<file path="config.mk">
export PLATFORM = sky130hd
export DESIGN_NAME = load_align_unit
export DESIGN_NICKNAME = d
export VERILOG_FILES = /design/src/rtl/load_align_unit.sv
export SDC_FILE = /design/constraint.sdc
export NUM_CORES = 1
export LEC_CHECK = 0
export BUFFER_PORTS_ARGS = -buffer_cell sky130_fd_sc_hd__buf_2
export CORE_UTILIZATION = 45
export CTS_CLUSTER_SIZE = 40
export DETAILED_ROUTE_END_ITERATION = 7
export PLACE_DENSITY = 0.75
export RECOVER_POWER = 50
export SETUP_SLACK_MARGIN = 0.4
export SYNTH_ARGS = -nofsm -noshare
export SYNTH_HDL_FRONTEND = slang
export SYNTH_SLANG_ARGS = --single-unit
export TNS_END_PERCENT = 50
</file>
<file path="constraint.sdc">
create_clock -name clk -period 2.12 [get_ports clk]
set_input_delay 0.212 -clock clk [delete_from_list [all_inputs] [get_ports clk]]
set_output_delay 0.212 -clock clk [all_outputs]
set_load 0.01 [all_outputs]
</file>
<file path="src/rtl/load_align_unit.sv">
// load_align_unit: MEM-stage load formatter issuing word-aligned reads to a 1-cycle memory.
// Optional macro LOAD_SPLIT_EN splits line-crossing misaligned loads into two reads.
module load_align_unit #(
  parameter int DATA_W = 32,
  parameter int ADDR_W = 32,
  parameter int SIZE_W = 2
) (
  input  logic              clk,
  input  logic              rst,
  input  logic              req_valid,
  output logic              req_ready,
  input  logic [ADDR_W-1:0] req_addr,
  input  logic [SIZE_W-1:0] req_size,
  input  logic              req_signed,
  input  logic [4:0]        req_rd,
  output logic              mem_rd_en,
  output logic [ADDR_W-1:0] mem_addr,
  input  logic [DATA_W-1:0] mem_rdata,
  output logic              out_valid,
  input  logic              out_ready,
  output logic [DATA_W-1:0] out_data,
  output logic [4:0]        out_rd,
  output logic              addr_err
);
  localparam int BYTES = DATA_W / 8;
  localparam int OFF_W = $clog2(BYTES);
  localparam int IDX_W = $clog2(DATA_W);

  typedef enum logic [2:0] {IDLE, RD0, DAT0, RD1, DAT1, OUT} state_t;
  state_t state_reg, state_next;

  logic [OFF_W-1:0]  off_reg;
  logic [SIZE_W-1:0] size_reg;
  logic              signed_reg;
  logic [4:0]        rd_reg;
`ifdef LOAD_SPLIT_EN
  logic              split_reg;
  logic [DATA_W-1:0] word0_reg;
  logic              req_cross;
`else
  logic              req_misaligned;
`endif
  logic [OFF_W-1:0]    req_off;
  logic [31:0]         req_bytes;
  logic                req_reserved;
  logic                req_error;
  logic [DATA_W-1:0]   fmt_lo;
  logic [2*DATA_W-1:0] shifted;
  logic [DATA_W-1:0]   raw_data;
  logic [DATA_W-1:0]   ext_data;
  logic [IDX_W-1:0]    msb_idx;
  int                  ext_bits;
  logic                ext_fill;

  always_ff @(posedge clk) begin
    if (rst) state_reg <= IDLE;
    else     state_reg <= state_next;
  end

  // Request classification, evaluated while idle
  always_comb begin
    req_off      = req_addr[OFF_W-1:0];
    req_bytes    = 32'd1 << req_size;
    req_reserved = 32'(req_size) > 32'(OFF_W);
`ifdef LOAD_SPLIT_EN
    req_cross    = !req_reserved && ((32'(req_off) + req_bytes) > 32'(BYTES));
    req_error    = req_reserved;
`else
    req_misaligned = (32'(req_off) & (req_bytes - 32'd1)) != 32'd0;
    req_error      = req_reserved || req_misaligned;
`endif
  end

  always_comb begin
    state_next = state_reg;
    case (state_reg)
      IDLE:    if (req_valid) state_next = req_error ? OUT : RD0;
      RD0:     state_next = DAT0;
`ifdef LOAD_SPLIT_EN
      DAT0:    state_next = split_reg ? RD1 : OUT;
      RD1:     state_next = DAT1;
      DAT1:    state_next = OUT;
`else
      DAT0:    state_next = OUT;
`endif
      OUT:     if (out_ready) state_next = IDLE;
      default: state_next = IDLE;
    endcase
  end

  // Outputs and the extraction datapath; the high word is always the word arriving now
  always_comb begin
    req_ready = (state_reg == IDLE);
`ifdef LOAD_SPLIT_EN
    fmt_lo    = (state_reg == DAT1) ? word0_reg : mem_rdata;
`else
    fmt_lo    = mem_rdata;
`endif
    shifted   = {mem_rdata, fmt_lo} >> {off_reg, 3'b000};
    raw_data  = shifted[DATA_W-1:0];
    ext_bits  = (32'(size_reg) >= 32'(OFF_W)) ? DATA_W : (8 << size_reg);
    msb_idx   = IDX_W'(ext_bits - 1);
    ext_fill  = signed_reg && raw_data[msb_idx];
  end

  for (genvar gi = 0; gi < DATA_W; gi++) begin : g_ext
    assign ext_data[gi] = (gi < ext_bits) ? raw_data[gi] : ext_fill;
  end

  always_ff @(posedge clk) begin
    if (rst) begin
      mem_rd_en  <= 1'b0;
      mem_addr   <= '0;
      out_valid  <= 1'b0;
      out_data   <= '0;
      out_rd     <= '0;
      addr_err   <= 1'b0;
      off_reg    <= '0;
      size_reg   <= '0;
      signed_reg <= 1'b0;
      rd_reg     <= '0;
`ifdef LOAD_SPLIT_EN
      split_reg  <= 1'b0;
      word0_reg  <= '0;
`endif
    end else begin
      mem_rd_en <= (state_next == RD0) || (state_next == RD1);
      out_valid <= (state_next == OUT);
      if (state_reg == IDLE && req_valid) begin
        off_reg    <= req_off;
        size_reg   <= req_size;
        signed_reg <= req_signed;
        rd_reg     <= req_rd;
        mem_addr   <= {req_addr[ADDR_W-1:OFF_W], {OFF_W{1'b0}}};
`ifdef LOAD_SPLIT_EN
        split_reg  <= req_cross;
`endif
      end
`ifdef LOAD_SPLIT_EN
      if (state_reg == DAT0) word0_reg <= mem_rdata;
      if (state_next == RD1) mem_addr <= mem_addr + ADDR_W'(BYTES);
`endif
      // Entering OUT straight from IDLE only happens for a rejected request
      if (state_next == OUT && state_reg != OUT) begin
        out_rd   <= (state_reg == IDLE) ? req_rd : rd_reg;
        addr_err <= (state_reg == IDLE);
        out_data <= (state_reg == IDLE) ? '0 : ext_data;
      end
    end
  end

endmodule

</file>
Yosys cells after proc, flatten, opt, wreduce, memory -nomap -nowiden
Index checks and enable logic that the tools add are counted.
W data, S select, Z words.

word-level totals
  output and inout bits = 73
  logic and storage cells = 107
  bits in registers = 83
  bits of input ports = 76

operators by class
  $add $sub $neg = 2
  shift-type cells = 3
  magnitude comparators = 35
  bitwise logic cells = 1
  multiplexer cells = 41
  reductions and logical operators = 7
  equal/unequal tests = 7

operators with widths
  operator                 count
  $lt A6 B32 Y1 const A    16
  $lt A5 B32 Y1 const A    8
  $lt A4 B32 Y1 const A    4
  $lt A3 B32 Y1 const A    2
  $mux W32                 2
  $shr A64 B5 Y32          1
  $mux W1                  33
  $and A2 B32 Y32          1
  $lt A1 B32 Y1 const A    1
  $lt A2 B32 Y1 const A    1
  $reduce_bool A32 Y1      1
  $shl A1 B2 Y32 const A   1
  $shl A4 B2 Y32 const A   1
  $sub A32 B1 Y32 const B  1
  $pmux W3 S4              1
  $mux W3                  3
  $eq A3 B1 Y1 const B     2
  $eq A3 B2 Y1 const B     2
  $eq A3 B3 Y1 const B     2
  $lt A5 B6 Y1 const B     1
  $bmux W1 S5              1
  $mux W5                  1
  $sub A5 B2 Y5 const B    1
  $logic_and A1 B1 Y1      3
  other kinds (5)          6

Depth between registers and ports, before layout
  word-level depth = 10
  gate-level depth with buffers = 9
  mapped depth without buffers = 7

Least setup slack after synthesis
Ideal clock, no wire load.

  path type = reg-to-reg
  from = register size_reg[1]
  to = register out_data[10]
  library setup time = 133 ps
  data required time = 1,987 ps
  buffers on the path = 2
  period minus slack after synthesis = 2,085 ps
  setup slack = 35 ps
  cell stages (with the launch flop) = 10
  arrival = 1,951 ps
  cell sequence = dfxtp_1 -> clkbuf_1 -> clkbuf_1 -> nor2b_1 -> inv_1 -> ha_1 -> xor2_1 -> mux2i_1 -> a21oi_1 -> o2bb2ai_1

on the way
  word-level cells in the longest chain between the ends = 8
  elaborated cells on any way between the ends = 10
  those cells by class = add/sub: 1; order compare: 2; shift: 1; mux: 5; reduce/logical: 1

ends and longest elaborated chain
  item                                            line  RTL
  start: declaration                              33    logic [SIZE_W-1:0] size_reg;
  start signal: assignment                        131   size_reg <= req_size;
  $ge A2 B2 Y1 or $shl A4 B2 Y32 (tied branches)  101   ext_bits = (32'(size_reg) >= 32'(OFF_W)) ? DATA_W : (8 << size_reg);
  $mux W32 *                                      101
  $sub A5 B2 Y5                                   102   msb_idx = IDX_W'(ext_bits - 1);
  $bmux W1 S5                                     103   ext_fill = signed_reg && raw_data[msb_idx];
  $mux W1 (implied by the code)                   103
  $logic_and A1 B1 Y1                             103
  $mux W1 *                                       107   assign ext_data[gi] = (gi < ext_bits) ? raw_data[gi] : ext_fill;
  $mux W32 *                                      147   out_data <= (state_reg == IDLE) ? '0 : ext_data;
  end signal: assignment                          147
  end: declaration                                21    output logic [DATA_W-1:0] out_data,

Every way passes the cells marked *; elsewhere a longest branch is shown, timed or not. The select of a mux whose other input is x is not followed.
A chain may end at the register's enable or synchronous reset.

Worst setup path in the final report
  from = register state_reg[1]
  to = register out_data[18]

on the way
  word-level cells in the longest chain between the ends = 4
  elaborated cells on any way between the ends = 11
  those cells by class = eq/ne: 5; mux: 4; reduce/logical: 2

ends and longest elaborated chain
  item                                  line  RTL
  start: declaration                    30    state_t state_reg, state_next;
  start signal: assignment              57    else state_reg <= state_next;
  $eq A3 B3 Y1 (tied with other cells)  76    case (state_reg)
  $pmux W3 S4                           76
  $eq A3 B3 Y1                          144   if (state_next == OUT && state_reg != OUT) begin
  $logic_and A1 B1 Y1                   144

Parallel ways exist; a longest one is shown, timed or not.

==> metrics <==
status=finished, final reports clean; number of synthesized flops with an enable pin=0; Largest register FFs=32; Final Cycle Share=between 80% and 90%; DR pass1 iterations=5; final setup vio count=0; Routed Antenna Nets=0; DRC=0; CP Data Arrival Time=about 2.2 ns; Avg WL per Cell=18.5 microns; Register Area=roughly 0.0017 sq mm; Vias=roughly 4,000; Num CTS Buffers=9; CTS Buffer Depth=2; worst min path class=in2reg; # fillers=694; gpl congestion=about 0.85; count of mapped cells out of synthesis=407; most frequent cells in the layout=85 x nand2_1, 78 x dfxtp_1, 75 x buf_2; fin area=0.00544 sq mm; CP max stage cell=clkbuf_1; Die ar.=approximately 0.0092 sq mm; via/cell ratio=5.89; Hold Crit Depth=3; HPWL Detailed=~7.5 mm; Clock Power Share=between 30% and 40%; Post-layout nets=647; htree depth=3; setup TNS=0 ns; area taken by multi-input logic gates=around 0.0023 sq mm; Seq/Total Area, Yosys=around two fifths; total grt overflow=0; diodes inserted=0; area delta synth->final=36.9%; commonest non-fill, non-tap cell in the layout=nand2_1; worst-skew pair later-pin latency=between 0.3 and 0.4 ns; R2R depth=6; # IOs=149; Main synth FF type=dfxtp_1; Final Hold Viols=0; Slew @ Worst Pin=around 0.7 ns; Stages on worst setup path=6; Required @ worst endpoint=roughly 2.4 ns; synthesized cell area=about 0.0040 sq mm; register share of total power=between 40% and 50%; Final Max Slew Viols=0; clk root buf=clkbuf_8; DRT iter0 DRCs=300; layout cells sized above 1=a little over a third; Final min period=1.88 ns; placed inst area=~0.005 sq mm; Worst-path clk slew=about 0.10 ns; final core occ=approximately two thirds; Critical Path Start Type=register; antenna violations before repair=0; Yosys cell types=41; biggest regs=out_data x32, mem_addr x30; crit path buf inv count=2; Worst path top cell family by delay=buffers and inverters; synthesized area per cell=9.76 sq um; Power Dens Cells=a little under 700 mW/mm^2; ys async rst share=0%; leakage power=2.25 nW; TritonCTS Sinks=83; row count=33; initial core utilization=47.4%; CTS tree=done; IO Port Bufs=about 150; first-pass GRT wire length=roughly 18 mm; peak supply drop=around 0.00043 V; Max-slew headroom=52.2%; Logic pwr share=22.5%; RSZ-0062 raised after global routing=true; crit path max fanout=31; Pint=2.60 mW; core area=between 0.008 and 0.009 sq mm; Switching Share=a little under a third; critical path cell sequence=clkbuf_1 -> nor4b_2 -> buf_4 -> and3_1 -> a31oi_2 -> nand3_2; worst setup path category=reg2reg; CP Capture Type=register; Crit path largest cell delay=approximately 0.43 ns; Achievable Freq=about 530 MHz; net switching power=1.15 mW; Global Route Usage Sum=25.2%; Chip Width=96.0 microns; YS warnings=0; Clock Skew=0.0181 ns; vias in the first global route=approximately 3,600; Chip Height=~96 microns; FF+latch count, synth=83; max_cap viols=0; Largest Register=out_data; largest net degree at the start of global routing=48; DRT Wirelength=12.6 mm
[final cells by class]
cell class	instances	share of cell area, %
clock inverters	7	1.52
multi-input cells	288	42.7
well taps	105	2.42
repair buffers	186	20.1
inverters	2	0.138
clock buffers	9	2.28
flip-flops and latches	83	30.9
[per-stage QoR]
stage / hold slack, ns / total power, mW / instances / setup slack, ns
2_1_floorplan: 0.340 / 2.19 / 408 / 0.331
3_3_place_gp: 0.440 / 2.43 / 638 / 0.275
3_5_place_dp: 0.445 / 2.45 / 638 / 0.194
4_1_cts: 0.0656 / 3.70 / 666 / 0.392
5_1_grt: 0.0713 / 3.91 / 680 / 0.138
6_report: 0.0741 / 3.76 / 680 / 0.241
[final timing paths]
check,startpoint,endpoint,slack [ns]
hold reg to reg,mem_addr[21],mem_addr[21],0.46
setup reg to reg,state_reg[1],out_data[18],0.24
setup / recovery,state_reg[1],out_data[18],0.24
hold / removal,req_addr[25],mem_addr[25],0.07
[worst min-delay path, delay by kind of cell]
family | cells | cell delay, ns
buffers and inverters | 1 | 0.09
and+or+nand+nor | 1 | 0.04
AOI/OAI and AO/OA | 1 | 0.05
[cells by family after synthesis]
kind of cell	Yosys count	share of synthesized area, %
AOI/OAI and AO/OA	104	17.2
xor gates and xnor gates	1	0.220
adders and majority gates	1	0.315
buffers and inverters	37	4.57
DFF	83	41.8
muxes	36	18.6
other	1	0.0944
and+or+nand+nor	144	17.2
[cells in the mapped netlist (2+ instances only)]
master     count  area [sq um]
clkbuf_1      19          71.3
a31oi_1       16           100
nor2_1         4          15.0
inv_1          2          7.51
buf_4          7          52.6
mux4_2        30           676
and3_1        16           100
o2bb2ai_1      9          78.8
nor3_1         6          30.0
o21ai_0        9          45.0
a21oi_1       46           230
nand2_1       85           319
a22o_1        17           149
buf_2          7          35.0
nand3_1       17          85.1
nand2b_1       3          18.8
dfxtp_1       83          1660
mux2i_1        4          40.0
nand4_1        2          12.5
nor2b_1        2          12.5
nor4b_1        2          17.5
mux2_2         2          22.5
[per-layer routing]
metal | track usage (%) | routed length [microns] | vias up
li1 | - | - | 1830
met1 | 29.5 | 4750 | 1881
met2 | 43.1 | 6180 | 252
met3 | 6.32 | 1180 | 43
met4 | 11.9 | 473 | 0
met5 | 0 | 0 | -
[what timing repair did]
item                       in CTS  in global routing
hold buffers                    0                  0
gates cloned                    3                  3
setup endpoints to repair      24                 37
buffers inserted                9                 11
gates resized for setup        21                 28
pin swaps                       6                  2
[power groups by stage]
stage	Clock [mW]	Sequential, mW	Combinational, mW
floorplan	0	1.75	0.436
global route	1.30	1.71	0.900
global placement	0	1.73	0.705
CTS	1.23	1.69	0.782
finish	1.21	1.70	0.845
detailed placement	0	1.73	0.724
Power figures use the tool's default switching activity.
